### config.mk
export PLATFORM = sky130hd
export DESIGN_NAME = gf2_encode_seq_ctrl
export DESIGN_NICKNAME = d
export VERILOG_FILES = /design/src/rtl/gf2_encode_seq_ctrl.sv
export SDC_FILE = /design/constraint.sdc
export NUM_CORES = 1
export LEC_CHECK = 0
export CAP_MARGIN = 20
export CELL_PAD_IN_SITES_DETAIL_PLACEMENT = 1
export CELL_PAD_IN_SITES_GLOBAL_PLACEMENT = 2
export CORE_UTILIZATION = 31
export CTS_CLUSTER_DIAMETER = 30
export DETAILED_ROUTE_END_ITERATION = 8
export HOLD_SLACK_MARGIN = 0.06
export PLACE_DENSITY = 0.77
export REMOVE_ABC_BUFFERS = 1
export SLEW_MARGIN = 0
export SYNTH_ARGS = -nofsm -noshare
export SYNTH_HDL_FRONTEND = slang
export SYNTH_SLANG_ARGS = --single-unit
export TNS_END_PERCENT = 30
### constraint.sdc
create_clock -name clk -period 2.9 [get_ports clk]
set_input_delay 0.58 -clock clk [delete_from_list [all_inputs] [get_ports clk]]
set_output_delay 0.58 -clock clk [all_outputs]
set_load 0.02 [all_outputs]
### src/rtl/gf2_encode_seq_ctrl.sv
// Systematic GF(2) encoder sequencer: walks K generator rows from a 1-cycle ROM,
// accumulates message-gated rows into the parity, and presents {msg, parity}.
module gf2_encode_seq_ctrl #(
  parameter int K      = 8,
  parameter int P      = 8,
  parameter int ADDR_W = 3
) (
  input  logic              clk,
  input  logic              rst_n,
  input  logic [K-1:0]      msg_in,
  input  logic              msg_valid,
  output logic              msg_ready,
  output logic              row_en,
  output logic [ADDR_W-1:0] row_addr,
  input  logic [P-1:0]      row_data,
  output logic [K+P-1:0]    cw_data,
  output logic              cw_valid,
  input  logic              cw_ready,
  output logic              busy
);

  localparam int CNT_W = $clog2(K + 1);
  localparam logic [CNT_W-1:0] K_CNT = CNT_W'(K);

  typedef enum logic [1:0] {S_IDLE, S_RUN, S_OUT} state_t;

  state_t            r_state;
  logic [CNT_W-1:0]  r_cnt;
  logic [K-1:0]      r_msg;
  logic [P-1:0]      r_parity;
  logic              r_msg_ready;
  logic              r_row_en;
  logic [ADDR_W-1:0] r_row_addr;
  logic [K+P-1:0]    r_cw_data;
  logic              r_cw_valid;
  logic              r_busy;

  logic [CNT_W-1:0]  w_cnt_nxt;
  logic [K-1:0]      w_sel;
  logic              w_gate;
  logic [P-1:0]      w_parity_nxt;
  logic              w_issue_nxt;

  // Row data arriving while cnt==i belongs to row i-1, gated by msg[i-1].
  assign w_cnt_nxt    = r_cnt + CNT_W'(1);
  assign w_sel        = K'(1) << (r_cnt - CNT_W'(1));
  assign w_gate       = |(r_msg & w_sel);
  assign w_parity_nxt = r_parity ^ ({P{w_gate}} & row_data);
  assign w_issue_nxt  = (w_cnt_nxt < K_CNT);

  always_ff @(posedge clk or negedge rst_n) begin
    if (!rst_n) begin
      r_state     <= S_IDLE;
      r_cnt       <= '0;
      r_msg       <= '0;
      r_parity    <= '0;
      r_msg_ready <= 1'b0;
      r_row_en    <= 1'b0;
      r_row_addr  <= '0;
      r_cw_data   <= '0;
      r_cw_valid  <= 1'b0;
      r_busy      <= 1'b0;
    end else begin
      case (r_state)
        S_IDLE: begin
          r_msg_ready <= 1'b1;
          if (msg_valid && r_msg_ready) begin
            r_msg       <= msg_in;
            r_parity    <= '0;
            r_cnt       <= '0;
            r_state     <= S_RUN;
            r_msg_ready <= 1'b0;
            r_busy      <= 1'b1;
            r_row_en    <= 1'b1;
            r_row_addr  <= '0;
          end
        end
        S_RUN: begin
          r_cnt <= w_cnt_nxt;
          if (r_cnt != '0) r_parity <= w_parity_nxt;
          if (r_cnt == K_CNT) begin
            r_state    <= S_OUT;
            r_cw_valid <= 1'b1;
            r_cw_data  <= {r_msg, w_parity_nxt};
            r_row_en   <= 1'b0;
            r_row_addr <= '0;
          end else begin
            r_row_en   <= w_issue_nxt;
            r_row_addr <= w_issue_nxt ? ADDR_W'(w_cnt_nxt) : '0;
          end
        end
        S_OUT: begin
          if (cw_ready) begin
            r_state     <= S_IDLE;
            r_cw_valid  <= 1'b0;
            r_cw_data   <= '0;
            r_busy      <= 1'b0;
            r_msg_ready <= 1'b1;
            r_cnt       <= '0;
          end
        end
        default: begin
          r_state <= S_IDLE;
        end
      endcase
    end
  end

  assign msg_ready = r_msg_ready;
  assign row_en    = r_row_en;
  assign row_addr  = r_row_addr;
  assign cw_data   = r_cw_data;
  assign cw_valid  = r_cw_valid;
  assign busy      = r_busy;

endmodule

==> results of run 1 <==
-- metal layers --
layer  vias up  share of wire  wire length, um
met4         0          0.011               62
li1        896              -                -
met3         4          0.026              146
met2        28           0.47             2627
met5         -              0                0
met1       898           0.49             2746
-- cells by family after synthesis --
logic type	count (synthesis)	synth area share
adders and majority gates	6	0.03361
xor gates and xnor gates	11	0.04314
buffers and inverters	26	0.05434
DFF	45	0.5042
and+or+nand+nor	106	0.2157
AOI/OAI and AO/OA	43	0.1490
-- state kept, by name, summed over array words and instances (netlist names) --
name / cells
cw_data: 16
r_msg: 8
r_parity: 8
r_cnt: 4
row_addr: 3
r_state: 2
busy: 1
cw_valid: 1
msg_ready: 1
row_en: 1
-- synthesized netlist by cell type (all sizes together) (3+ instances only) --
library cell	count
o21ai	12
buf	4
nand3	27
a41oi	8
a21oi	3
xnor2	9
nor2	5
nand2	55
inv	13
dfrtp	45
clkbuf	9
a22o	3
nor3	10
a32o	3
a31o	8
ha	6
-- metrics by stage --
step	worst slack (ns)	area [sq um]	util	power [mW]	instances
after CTS	0.4372	2858	0.4160	3.530	376
after global routing	0.2588	2858	0.4160	3.791	376
final	0.4427	2858	0.4160	3.478	376
after floorplan	0.8689	2161	-	2.332	224
after detailed placement	0.4367	2741	0.3991	3.029	368
after global placement	0.5422	2741	0.3991	2.978	368
-- power breakdown --
part	internal (mW)	leakage, nW	switching [mW]	total (mW)
registers	0.920	0.555	0.256	1.18
clock network	0.281	0.0585	0.205	0.486
logic	0.813	0.681	1.00	1.82
total	2.01	1.29	1.46	3.48
-- critical path: cells and delay by family, from the launching register on --
kind / cells / cell delay (ns)
xor gates and xnor gates: 1 / 0.18
and+or+nand+nor: 2 / 0.77
AOI/OAI and AO/OA: 2 / 0.44
buffers and inverters: 1 / 0.16
adders and majority gates: 1 / 0.25
DFF: 1 / 0.54
-- final cells by class --
cell class              instances  area (sq um)  share of cell area
multi-input cells             166         985.9              0.3450
repair buffers                 48         460.4              0.1611
inverters                      13         48.80             0.01708
clock inverters                 1         30.03             0.01051
flip-flops and latches         45          1126              0.3940
clock buffers                   7         86.33             0.03021
well taps                      96         120.1             0.04203
-- worst paths after layout --
path | to | slack [ns] | depth (start not counted)
min reg2reg | cw_valid$_DFFE_PN0P_ | 0.48 | 2
max reg2reg | r_parity[4]$_DFFE_PN0P_ | 0.44 | 7
min | cw_data[2]$_DFFE_PN0P_ | 0.17 | 1
min in group clk | cw_valid$_DFFE_PN0P_ | 0.48 | 2
max in group asynchronous | r_parity[5]$_DFFE_PN0P_ | 1.96 | 2
max | r_parity[4]$_DFFE_PN0P_ | 0.44 | 7
==> impl_metrics.yaml, run 1 <==
drt:
  wl_per_cell_um: 14.85
  dr.first_iter.drc_count: 67
  route.detailed.drc: 0
  drt_first_pass_iters: 4
  ant_nets: 0
  via_per_inst: 4.856
  vias: 1826
  wirelength_mm: 5.582
global_route:
  grt_util_met1: 0.2321
  antenna_found_initial: 0
  track_usage: 0.1697
  top_usage_layer: "met2"
  grt.met3_usage: 0.02844
  grt_use_met2: 0.2806
  grt_overflow_total: 0
  grt_pass1_wl_mm: 9.867
  grt_max_degree: 34
  grt_pass1_vias: 1986
sta:
  hold_ws_ns: 0.1739
  finalSetupViolCount: 0
  hold_viol_final: 0
  worst_slew_pin_slew_ns: 0.7181
  finalSetupTns_ns: 0
  max_freq_ghz: 0.4070
  final_max_slew_viol_count: 0
  post-route-period-util: 0.8473
  skew_ns: 0.006593
  relSlewSlack: 0.5213
  rsz0062_at_grt: "no"
  period_minus_slack_ns: 2.457
clock_tree:
  clock_latency_ns: 0.29
  cts_buffer_depth: 2
  cts_max_level: 2
  cts_buffers: 5
  cts_sinks: 45
  tritoncts: "built"
  cts_hold_buffers: 0
  cts_setup_buffers: 0
  cts-resized-gates: 0
  cts.clk_slew.worst_paths_ns: 0.08
  cts_root_buf: "clkbuf_8"
cells_and_area:
  final_common_cell: "nand2_1"
  fill_cells: 780
  final_cell_mix: "nand2_1 (55), dfrtp_1 (45), clkdlybuf4s50_1 (41), nand3_1 (27), inv_1 (13)"
  area_growth_pct: 27.96
  nets: 305
  num_antenna_cells: 0
  drive_gt1_frac: 0.07143
power_and_ir_drop:
  p_leak_nw: 1.294
  ir_worst_vdd_mv: 0.4578
  power_density_nw_per_um2: 1217
setup_path:
  crit_type: "reg -> reg"
  critPathLaunchType: "flip-flop"
  critPathRequiredTime_ns: 3.09
  r2r_start: "r_cnt[0]$_DFFE_PN0P_"
  cp_slowest_stage_delay_ns: 0.54
  slowest_stage: "dfrtp_1"
  worstPathMaxFanout: 9
  worstPathArrival_ns: 2.64
  crit_start: "r_cnt[0]$_DFFE_PN0P_"
  crit_path_end_kind: "flip-flop"
  crit_path_cell_trace: "inv_1, ha_1, xor2_1, and3_1, nor2_1, a41oi_1, a31o_1"
die:
  fp.coreArea_sq_um: 6869
  rows: 30
  start_util: 0.3251
  ios: 43
  dieArea_sq_um: 7548
  die_w_um: 86.88
  die_h_um: 86.88
synth:
  netlist_top_cells_area: "dfrtp_1 (50%), nand2_1 (9.2%), nand3_1 (6.1%), xnor2_1 (3.5%), ha_1 (3.4%)"
  ys_ff_latch: 45
  synthCells: 237
  synth_area_sq_um: 2233
  synth_edf_count: 0
  syn_avg_cell_area_sq_um: 9.424
  yosys_warnings: 0
  ys_types: 32
  synth_top_flop_cell: "dfrtp_1"
  yosys.area.top_type: "dfrtp_1"
  yosysSeqAreaShare: 0.5042
  synth_top_area_share: 0.5042
  async_flop_share: 1.000
placed_design:
  io_buffers: 42
  routabilityCongestion: 0.7882
  dp_hpwl_mm: 4.019
flow_run:
  maxCapViolCount: 0
run_status:
  status: "finished clean"
worst_hold_path:
  worstHoldPathType: "in -> async"
No activity file was read; power rests on OpenSTA's default activity.
==> run 2, diff against run 1 <==
--- a/config.mk
+++ b/config.mk
@@ -8,11 +8,11 @@
 export CAP_MARGIN = 20
 export CELL_PAD_IN_SITES_DETAIL_PLACEMENT = 1
 export CELL_PAD_IN_SITES_GLOBAL_PLACEMENT = 2
-export CORE_UTILIZATION = 31
+export CORE_UTILIZATION = 28
 export CTS_CLUSTER_DIAMETER = 30
 export DETAILED_ROUTE_END_ITERATION = 8
 export HOLD_SLACK_MARGIN = 0.06
-export PLACE_DENSITY = 0.77
+export PLACE_DENSITY = 0.73
 export REMOVE_ABC_BUFFERS = 1
 export SLEW_MARGIN = 0
 export SYNTH_ARGS = -nofsm -noshare
==> constraint.sdc (replaced) <==
create_clock -name clk -period 2.2 [get_ports clk]
set_input_delay 0.44 -clock clk [delete_from_list [all_inputs] [get_ports clk]]
set_output_delay 0.44 -clock clk [all_outputs]
set_load 0.02 [all_outputs]
==> run 2 against run 1 <==
  * Register-to-register slack got worse by 0.28 ns
  * Power is 36% higher
  * Critical path type unchanged
  * Sequential share of layout area decreased by 0.89 points
  * Wire length rose by 4.1%
==> impl_metrics.yaml, run 2 (same netlist as run 1, synthesis figures left out) <==
run_status:
  status: "finished clean"
sta:
  post-route-period-util: 0.9268
  period_minus_slack_ns: 2.039
  max_freq_ghz: 0.4904
  worst_slew_pin_slew_ns: 0.5331
  final_max_slew_viol_count: 0
  hold_viol_final: 0
  finalSetupViolCount: 0
  relSlewSlack: 0.6446
  finalSetupTns_ns: 0
  worst_slack_ns: 0.1610
  skew_ns: 0.005393
  rsz0062_at_grt: "no"
die:
  dieArea_sq_um: 8338
  die_w_um: 91.31
  fp.coreArea_sq_um: 7727
  die_h_um: 91.31
  rows: 32
  ios: 43
  start_util: 0.2890
placed_design:
  dp_hpwl_mm: 4.176
  pre_cts_ws_ns: -0.03342
  placed_area_sq_um: 2799
  routabilityCongestion: 0.7434
  io_buffers: 42
setup_path:
  critPathLaunchType: "flip-flop"
  slowest_stage: "dfrtp_1"
  critPathRequiredTime_ns: 2.38
  worstPathMaxFanout: 8
  cp_slowest_stage_delay_ns: 0.41
  crit_path_end_kind: "flip-flop"
  crit_path_cell_trace: "inv_1, ha_1, xor2_1, and3_1, buf_4, nor3_1, xnor2_1, o21ai_1"
  crit_type: "reg -> reg"
  worstPathArrival_ns: 2.21
global_route:
  grt_overflow_total: 0
  track_usage: 0.1478
  grt_pass1_wl_mm: 9.763
  grt_pass1_vias: 1898
  grt_max_degree: 25
  antenna_found_initial: 0
drt:
  wl_per_cell_um: 15.02
  vias: 1846
  wirelength_mm: 5.812
  ant_nets: 0
  dr.first_iter.drc_count: 109
  drt_first_pass_iters: 4
  via_per_inst: 4.770
  route.detailed.drc: 0
power_and_ir_drop:
  p_leak_nw: 1.324
  finalPower_mw: 4.732
  ir_worst_vdd_mv: 0.6058
  power_density_nw_per_um2: 1618
clock_tree:
  cts_sinks: 45
  cts_setup_buffers: 0
  cts_buffers: 5
  clock_latency_ns: 0.29
  cts_buffer_depth: 2
  cts-resized-gates: 2
  cts.clk_slew.worst_paths_ns: 0.09
  tritoncts: "built"
  cts_max_level: 2
  cts_hold_buffers: 0
  cts_root_buf: "clkbuf_8"
cells_and_area:
  largest_reg_flops: 16
  final_cell_mix: "nand2_1 (55), dfrtp_1 (45), clkdlybuf4s50_1 (41), nand3_1 (27), inv_1 (13)"
  regArea_sq_um: 1126
  fill_cells: 881
  finalInstanceArea_sq_um: 2924
  final_util: 0.3784
  nets: 310
  drive_gt1_frac: 0.09123
  final_common_cell: "nand2_1"
  num_antenna_cells: 0
  multi_input_area_sq_um: 994.7
  area_growth_pct: 30.92
worst_hold_path:
  worstHoldPathType: "in -> async"
flow_run:
  maxCapViolCount: 0
run 2: area by class of cell:
| type | instances | share of cell area |
|---|---|---|
| multi-input combinational | 166 | 0.3402 |
| tap | 102 | 0.04365 |
| timing repair buffer | 53 | 0.1746 |
| clock buffer | 7 | 0.02953 |
| sequential | 45 | 0.3851 |
| clock inverter | 1 | 0.01027 |
| inverter | 13 | 0.01669 |
run 2: per-stage QoR:
step / hold WS (ns) / std cells
floorplan: 0.1444 / 224
global placement: 0.4483 / 379
detailed placement: 0.4538 / 379
CTS: 0.1268 / 387
global route: 0.1373 / 387
finish: 0.1164 / 387
run 2: path summary, 6_finish.rpt:
kind / start / to / slack [ns] / cells after the start
min in group clk: cw_valid$_DFFE_PN0P_ / cw_valid$_DFFE_PN0P_ / 0.48 / 2
hold / removal: rst_n / cw_data[3]$_DFFE_PN0P_ / 0.12 / 1
max in group asynchronous: rst_n / row_addr[2]$_DFFE_PN0P_ / 1.56 / 2
setup reg to reg: r_cnt[0]$_DFFE_PN0P_ / cw_data[5]$_DFFE_PN0P_ / 0.16 / 8
setup / recovery: r_cnt[0]$_DFFE_PN0P_ / cw_data[5]$_DFFE_PN0P_ / 0.16 / 8
hold reg to reg: cw_valid$_DFFE_PN0P_ / cw_valid$_DFFE_PN0P_ / 0.48 / 2
run 2: power breakdown:
group          switching (mW)  internal [mW]
clock network           0.284          0.371
registers               0.311           1.21
logic                    1.40           1.15
run 2: metal layers:
layer,up-vias,share of wire,wire [um],GRT usage
met2,30,0.48,2791,0.2386
li1,909,-,-,-
met5,-,0,0,0
met3,4,0.027,158,0.02178
met4,0,0.0069,40,0.03968
met1,903,0.49,2821,0.2066
run 2: worst max-delay path, delay by kind of cell (launching register included):
kind,cells,cell delay [ns]
buffers and inverters,2,0.28
AOI/OAI and AO/OA,1,0.07
DFF,1,0.41
xor gates and xnor gates,2,0.37
and+or+nand+nor,2,0.56
adders and majority gates,1,0.23
